**src/rtl/decode_fetch_queue_pkg.sv**
```systemverilog
// Shared decode constants: DQ-form opcodes, sub-opcodes and default widths.
// Latency: n/a (constants only).
// Backpressure: n/a.
package decode_fetch_queue_pkg;

  localparam int DEFAULT_INSTRUCTION_WIDTH = 32;
  localparam int DEFAULT_ADDR_WIDTH        = 64;
  localparam int DEFAULT_OPCODE_WIDTH      = 6;
  localparam int DEFAULT_DEPTH             = 4;

  // Primary opcodes that carry DQ-form loads/stores
  localparam logic [5:0] OPC_DQ_LOAD = 6'd56;
  localparam logic [5:0] OPC_DQ_EXT  = 6'd61;

  // Sub-opcode values in bits [29:31] that select DQ form under OPC_DQ_EXT
  localparam logic [2:0] DQ_XO_A = 3'd1;
  localparam logic [2:0] DQ_XO_B = 3'd2;

endpackage

```
**src/rtl/decode_fetch_queue_if.sv**
```systemverilog
// Fetch-to-decode queue bus: fetch offer, fetch stall, decode presentation.
// Latency: n/a (wiring only).
// Backpressure: stall_o toward fetch, stall_i from the format decoders.
interface decode_fetch_queue_if #(
  parameter int instructionWidth = 32,
  parameter int addrWidth        = 64
);
  logic                        flush_i;
  logic                        enable_i;
  logic [0:instructionWidth-1] instruction_i;
  logic [0:addrWidth-1]        address_i;
  logic                        stall_o;
  logic                        stall_i;
  logic [0:instructionWidth-1] instruction_o;
  logic [0:addrWidth-1]        address_o;
  logic                        isDQ_o;
  logic                        enable_o;

  // Queue side
  modport slave (
    input  flush_i, enable_i, instruction_i, address_i, stall_i,
    output stall_o, instruction_o, address_o, isDQ_o, enable_o
  );

  // Fetch/decode environment side
  modport master (
    output flush_i, enable_i, instruction_i, address_i, stall_i,
    input  stall_o, instruction_o, address_o, isDQ_o, enable_o
  );
endinterface

```
**src/rtl/decode_fetch_queue_dq_predecode.sv**
```systemverilog
// Tags DQ-form loads/stores from the primary opcode and low sub-opcode bits.
// Latency: combinational.
// Backpressure: none.
module dq_predecode
  import decode_fetch_queue_pkg::*;
#(
  parameter int instructionWidth = DEFAULT_INSTRUCTION_WIDTH,
  parameter int opcodeWidth      = DEFAULT_OPCODE_WIDTH
) (
  input  logic [0:instructionWidth-1] i_instruction,
  output logic                        o_isDQ
);
  logic [0:opcodeWidth-1] w_opcode;
  logic [0:2]             w_xo;

  assign w_opcode = i_instruction[0:opcodeWidth-1];
  assign w_xo     = i_instruction[instructionWidth-3:instructionWidth-1];

  // Opcode 56 is always DQ; opcode 61 only for the two DQ sub-opcodes
  always_comb begin
    o_isDQ = 1'b0;
    if (w_opcode == opcodeWidth'(OPC_DQ_LOAD)) begin
      o_isDQ = 1'b1;
    end else if (w_opcode == opcodeWidth'(OPC_DQ_EXT)) begin
      o_isDQ = (w_xo == DQ_XO_A) || (w_xo == DQ_XO_B);
    end
  end
endmodule

```
**src/rtl/decode_fetch_queue.sv**
```systemverilog
// Circular instruction queue between fetch and the format decoders, predecodes isDQ.
// Latency: one edge from head-of-queue to registered presentation; no bypass.
// Backpressure: stall_o when full (offers dropped); stall_i freezes outputs.
module decode_fetch_queue
  import decode_fetch_queue_pkg::*;
#(
  parameter int instructionWidth = DEFAULT_INSTRUCTION_WIDTH,
  parameter int addrWidth        = DEFAULT_ADDR_WIDTH,
  parameter int opcodeWidth      = DEFAULT_OPCODE_WIDTH,
  parameter int depth            = DEFAULT_DEPTH
) (
  input logic                 clock_i,
  input logic                 reset_i,
  decode_fetch_queue_if.slave bus
);
  localparam int PTR_W = $clog2(depth);
  localparam int CNT_W = PTR_W + 1;
  localparam logic [CNT_W-1:0] FULL_CNT = CNT_W'(depth);

  // Storage, intentionally without reset
  logic [0:instructionWidth-1] r_mem_instr [depth];
  logic [0:addrWidth-1]        r_mem_addr  [depth];
  logic                        r_mem_dq    [depth];

  logic [PTR_W-1:0]            r_head;
  logic [PTR_W-1:0]            r_tail;
  logic [CNT_W-1:0]            r_count;

  logic [0:instructionWidth-1] r_instruction;
  logic [0:addrWidth-1]        r_address;
  logic                        r_isDQ;
  logic                        r_enable;

  logic w_full;
  logic w_push;
  logic w_pop;
  logic w_isDQ;

  dq_predecode #(
    .instructionWidth (instructionWidth),
    .opcodeWidth      (opcodeWidth)
  ) u_dq_predecode (
    .i_instruction (bus.instruction_i),
    .o_isDQ        (w_isDQ)
  );

  // Full is judged on the pre-edge count, so a same-edge pop never frees a slot for the offer
  assign w_full = (r_count == FULL_CNT);
  assign w_push = bus.enable_i && !w_full && !bus.flush_i;
  assign w_pop  = !bus.stall_i && (r_count != '0) && !bus.flush_i;

  assign bus.stall_o       = w_full;
  assign bus.instruction_o = r_instruction;
  assign bus.address_o     = r_address;
  assign bus.isDQ_o        = r_isDQ;
  assign bus.enable_o      = r_enable;

  // Write the offered entry, with its predecode tag, at the tail
  always_ff @(posedge clock_i) begin
    if (w_push && !reset_i) begin
      r_mem_instr[r_tail] <= bus.instruction_i;
      r_mem_addr[r_tail]  <= bus.address_i;
      r_mem_dq[r_tail]    <= w_isDQ;
    end
  end

  // Pointer/count bookkeeping and registered presentation of the head entry
  always_ff @(posedge clock_i) begin
    if (reset_i) begin
      r_head        <= '0;
      r_tail        <= '0;
      r_count       <= '0;
      r_enable      <= 1'b0;
      r_instruction <= '0;
      r_address     <= '0;
      r_isDQ        <= 1'b0;
    end else if (bus.flush_i) begin
      r_head   <= '0;
      r_tail   <= '0;
      r_count  <= '0;
      r_enable <= 1'b0;
    end else begin
      if (w_push) begin
        r_tail <= r_tail + 1'b1;
      end
      if (w_pop) begin
        r_head        <= r_head + 1'b1;
        r_instruction <= r_mem_instr[r_head];
        r_address     <= r_mem_addr[r_head];
        r_isDQ        <= r_mem_dq[r_head];
        r_enable      <= 1'b1;
      end else if (!bus.stall_i) begin
        r_enable <= 1'b0;
      end
      if (w_push && !w_pop) begin
        r_count <= r_count + 1'b1;
      end else if (!w_push && w_pop) begin
        r_count <= r_count - 1'b1;
      end
    end
  end
endmodule

```
**src/flat_wrapper.sv**
```systemverilog
// flat-port wrapper written by rule: the top's interface ports become plain ports
module decode_fetch_queue_flat import decode_fetch_queue_pkg::*;
#(
  parameter int instructionWidth = DEFAULT_INSTRUCTION_WIDTH,
  parameter int addrWidth        = DEFAULT_ADDR_WIDTH,
  parameter int opcodeWidth      = DEFAULT_OPCODE_WIDTH,
  parameter int depth            = DEFAULT_DEPTH
)
  (clock_i, reset_i, bus_flush_i, bus_enable_i, bus_instruction_i, bus_address_i, bus_stall_i, bus_stall_o, bus_instruction_o, bus_address_o, bus_isDQ_o, bus_enable_o);
  decode_fetch_queue_if #(.instructionWidth(instructionWidth), .addrWidth(addrWidth)) bus_i ();
  input logic clock_i;
  input logic reset_i;
  input wire logic [$bits(bus_i.flush_i)-1:0] bus_flush_i;
  input wire logic [$bits(bus_i.enable_i)-1:0] bus_enable_i;
  input wire logic [$bits(bus_i.instruction_i)-1:0] bus_instruction_i;
  input wire logic [$bits(bus_i.address_i)-1:0] bus_address_i;
  input wire logic [$bits(bus_i.stall_i)-1:0] bus_stall_i;
  output wire logic [$bits(bus_i.stall_o)-1:0] bus_stall_o;
  output wire logic [$bits(bus_i.instruction_o)-1:0] bus_instruction_o;
  output wire logic [$bits(bus_i.address_o)-1:0] bus_address_o;
  output wire logic [$bits(bus_i.isDQ_o)-1:0] bus_isDQ_o;
  output wire logic [$bits(bus_i.enable_o)-1:0] bus_enable_o;
  assign bus_i.flush_i = bus_flush_i;
  assign bus_i.enable_i = bus_enable_i;
  assign bus_i.instruction_i = bus_instruction_i;
  assign bus_i.address_i = bus_address_i;
  assign bus_i.stall_i = bus_stall_i;
  assign bus_stall_o = bus_i.stall_o;
  assign bus_instruction_o = bus_i.instruction_o;
  assign bus_address_o = bus_i.address_o;
  assign bus_isDQ_o = bus_i.isDQ_o;
  assign bus_enable_o = bus_i.enable_o;
  decode_fetch_queue #(.instructionWidth(instructionWidth), .addrWidth(addrWidth), .opcodeWidth(opcodeWidth), .depth(depth)) u_core (.clock_i(clock_i), .reset_i(reset_i), .bus(bus_i));
endmodule
```
**config.mk**
```make
export PLATFORM = sky130hd
export DESIGN_NAME = decode_fetch_queue_flat
export DESIGN_NICKNAME = d
export VERILOG_FILES = /design/src/rtl/decode_fetch_queue_pkg.sv /design/src/rtl/decode_fetch_queue_if.sv /design/src/rtl/decode_fetch_queue_dq_predecode.sv /design/src/rtl/decode_fetch_queue.sv /design/src/flat_wrapper.sv
export SDC_FILE = /design/constraint.sdc
export NUM_CORES = 1
export LEC_CHECK = 0
export ABC_AREA = 1
export CORE_MARGIN = 1.5
export CORE_UTILIZATION = 43
export CTS_CLUSTER_DIAMETER = 40
export DETAILED_ROUTE_END_ITERATION = 10
export PLACE_DENSITY_LB_ADDON = 0.08
export REMOVE_ABC_BUFFERS = 1
export SKIP_LAST_GASP = 1
export SYNTH_ARGS = -nofsm -noshare
export SYNTH_HDL_FRONTEND = slang
export SYNTH_SLANG_ARGS = --single-unit
```
**constraint.sdc**
```tcl
create_clock -name clock_i -period 19.8 [get_ports clock_i]
set_input_delay 3.96 -clock clock_i [delete_from_list [all_inputs] [get_ports clock_i]]
set_output_delay 3.96 -clock clock_i [all_outputs]
set_load 0.03 [all_outputs]
```
==> results by group <==
Synthesis
  • Yosys warning total: 0
  • Asr flop ratio synth: 0
  • Synth top area cells: edfxtp_1 (56%), nand2_1 (13%), dfxtp_1 (10%), inv_1 (9.1%), nand3_1 (4.8%)
  • Avg Cell Area, Syn: ~9.4 µm²
  • Synthesized instance count: around 2200
  • Ys flop type: edfxtp_1
  • Distinct cells, synth: 22
  • #FFs+latches synth: about 490
  • Seq/Total Area, Yosys: 0.662
  • Top cell type's share of synthesized area: 0.561
  • EDFF count, synth: approximately 390
  • Post-synth top area cell: edfxtp_1
  • Cell Area, Synth: 20800 µm²

Clock tree
  • TritonCTS buffer count: 74
  • # H-tree levels: 3
  • Root Driver: clkbuf_16
  • Post-CTS Resized: 0
  • Maximum buffer depth of the clock tree: 3
  • CTS tree: built
  • CTS hold repair buffers: 0
  • Clk slew on worst S/H paths: roughly 0.05 ns
  • Clk Latency, worst-skew pair: 0.60 ns
  • Buffer count from post-CTS setup fixing: 0
  • Clock Sinks: ~490

STA
  • Slew @ Worst Pin: approximately 1.3 ns
  • Fmax: 158 MHz
  • Max Transition Viols Final: 0
  • PnR worst setup slack: roughly 13 ns
  • Endpoints failing hold: 0
  • Worst Skew: 0.0199 ns
  • Final Setup Violations: 0
  • Setup TNS: 0 ns
  • Tmin final: 6.31 ns
  • RSZ-0062 raised after global routing: false
  • Crit share post-route: 0.319
  • Worst slew margin: 0.158

Setup path
  • Crit path max fanout: just over 60
  • Worst EP arrival: approximately 6.5 ns
  • Critical path class: in2reg
  • Cell Chain, Critical Path: clkdlybuf4s50_1 > nand3_1 > inv_1 > nand2_1 > nor2_4 > buf_4 > buf_4
  • CP most frequent cell: buf_4
  • CP Launch Type: primary input
  • Critical Path RT: around 20 ns
  • Critical path capture point type: register
  • CP max stage delay: about 0.84 ns
  • Slowest stage cell on the critical path: buf_4

Routing
  • Iteration-0 DRC Markers: between 900 and 1000
  • DR pass1 iterations: 5
  • Routed via count: approximately 14000
  • DR WL/cell: between 15 and 20 µm
  • DRC Markers: 0
  • Vias per inst: around 4.5
  • Final WL: ~47000 µm
  • Antenna-violating nets left: 0

Global routing
  • Routing usage on met2: 0.324
  • Initial antenna violation count: 2
  • M3 GR Usage: 0.0402
  • Routing usage on met1: 0.248
  • GR peak layer: met2
  • Global route total overflow: 0
  • Vias in the first global route: 13415
  • GRT Resource Usage Total: 0.192
  • First-pass GRT wire length: around 74000 µm
  • Largest net degree at the start of global routing: roughly 140

Floorplanning
  • Die width: between 200 and 250 µm
  • Starting Density: 0.436
  • Placeable core area: between 40000 and 50000 µm²
  • Die ar.: roughly 50000 µm²
  • Ports: 200
  • Standard-cell row count: 80
  • Die height: 223 µm

Cells and area
  • N_diodes: 0
  • Fin nets: 2521
  • Area Growth Syn to Fin: 23.3%
  • FILL cells: 4227
  • Final Core Density: 0.537
  • Layout cells sized above 1: 0.0618
  • Finished Cell Area: 25600 µm²
  • Cell Count, Final, Fillers Out: about 3100

Hold path
  • Hold Crit Class: reg2reg

Pwr
  • Leakage: around 11 nW
  • Pwr per Cell Area: 99.3 nW/µm²
  • Maximum VDD drop: slightly above 50 µV

Placement
  • Placed Area: ~23000 µm²
  • Worst slack, placed: roughly 13 ns
  • GP Congestion: 0.728
  • Dpl hpwl: ~26000 µm
  • Placed cell count: 2953
  • Port Buffer Count: between 150 and 200

Run status
  • Status: complete, no violations

Flow run
  • Maximum capacitance violations: 0
-- kinds of logic (layout without fill, tap and decap cells) --
group | Yosys count | after routing | synth area share
simple gates | 1111 | 1111 | 0.214
flops | 493 | 493 | 0.662
fa+ha+maj | 6 | 6 | 0.00398
buf+inv | 601 | 858 | 0.118
compound gates | 6 | 6 | 0.00145
xor+xnor | 1 | 1 | 0.000422
-- per-layer routing --
metal	wire length (µm)	up-vias
li1	-	7150
met1	21000	6472
met2	22800	265
met3	2260	77
met4	963	4
met5	24	-
-- worst paths after layout --
kind	start	endpoint	slack (ns)	cells past startpoint
setup / recovery	bus_enable_i	u_core.r_mem_addr[2][46]$_DFFE_PP_	13.49	7
hold / removal	u_core.bus.enable_o$_SDFFE_PP0P_	u_core.bus.enable_o$_SDFFE_PP0P_	0.47	2
setup reg to reg	u_core.r_head[0]$_SDFFE_PP0P_	u_core.bus.instruction_o[26]$_SDFFE_PP0P_	16.73	7
hold reg to reg	u_core.bus.enable_o$_SDFFE_PP0P_	u_core.bus.enable_o$_SDFFE_PP0P_	0.47	2
-- layout make-up --
| type | count | area [µm²] | area share |
|---|---|---|---|
| clock buffer | 91 | 2000 | 0.0780 |
| clock inverter | 46 | 453 | 0.0177 |
| inverter | 506 | 1910 | 0.0746 |
| multi-input combinational | 1124 | 4600 | 0.180 |
| sequential | 493 | 13800 | 0.537 |
| tap | 615 | 769 | 0.0300 |
| timing repair buffer | 215 | 2110 | 0.0825 |
-- critical path: cells and delay by family --
| kind | cells | cell delay [ns] |
|---|---|---|
| simple gates | 3 | 0.50 |
| buf+inv | 4 | 2.00 |
-- where the power goes --
| part | total (mW) | switching (mW) | leakage, nW | internal [mW] |
|---|---|---|---|---|
| logic | 0.133 | 0.0807 | 5.91 | 0.0526 |
| clock network | 1.27 | 0.475 | 1.19 | 0.791 |
| registers | 1.14 | 0.00790 | 4.36 | 1.14 |
-- per-stage QoR --
| step | total power [mW] | hold slack, ns |
|---|---|---|
| 6_report | 2.54 | 0.469 |
| 3_5_place_dp | 1.30 | 0.469 |
| 3_3_place_gp | 1.30 | 0.479 |
| 5_1_grt | 2.63 | 0.518 |
| 4_1_cts | 2.58 | 0.476 |
| 2_1_floorplan | 1.23 | 0.473 |
-- cells in the mapped netlist, types with 5 or more instances --
master and instances:
buf_2 51, dfxtp_1 105, nor2_1 205, nand3_1 199, nand2_1 700, buf_6 7, a21oi_1 6, clkbuf_1 10
edfxtp_1 388, inv_1 503, buf_4 19, ha_1 5, buf_1 8
-- cell usage in the layout (no fill, tap or decap) --
cell type	instances
clkinvlp_4	7
nand2_2	1
xor2_1	1
clkbuf_8	4
ha_1	5
nand4_1	1
buf_4	16
dfxtp_4	2
bufinv_16	5
nand2_1	700
nand2_8	1
nor2_1	201
edfxtp_1	388
inv_4	2
clkinv_1	2
inv_6	7
clkinv_4	7
clkdlybuf4s50_1	199
clkinv_2	16
clkbuf_1	11
clkinv_8	3
nand3b_1	2
nand3_1	199
nor2_2	2
nor2_4	4
clkbuf_16	76
inv_1	503
a21oi_1	6
fa_1	1
dfxtp_1	103
-- sequential cells by signal (all words and copies together), names as in the netlist --
register	cells
u_core.bus.isDQ_o	1
u_core.bus.enable_o	1
u_core.r_mem_dq	4
u_core.bus.address_o	64
u_core.r_head	2
u_core.r_tail	2
u_core.r_mem_addr	256
u_core.r_mem_instr	128
u_core.r_count	3
u_core.bus.instruction_o	32
(Power assumes the default switching activity.)
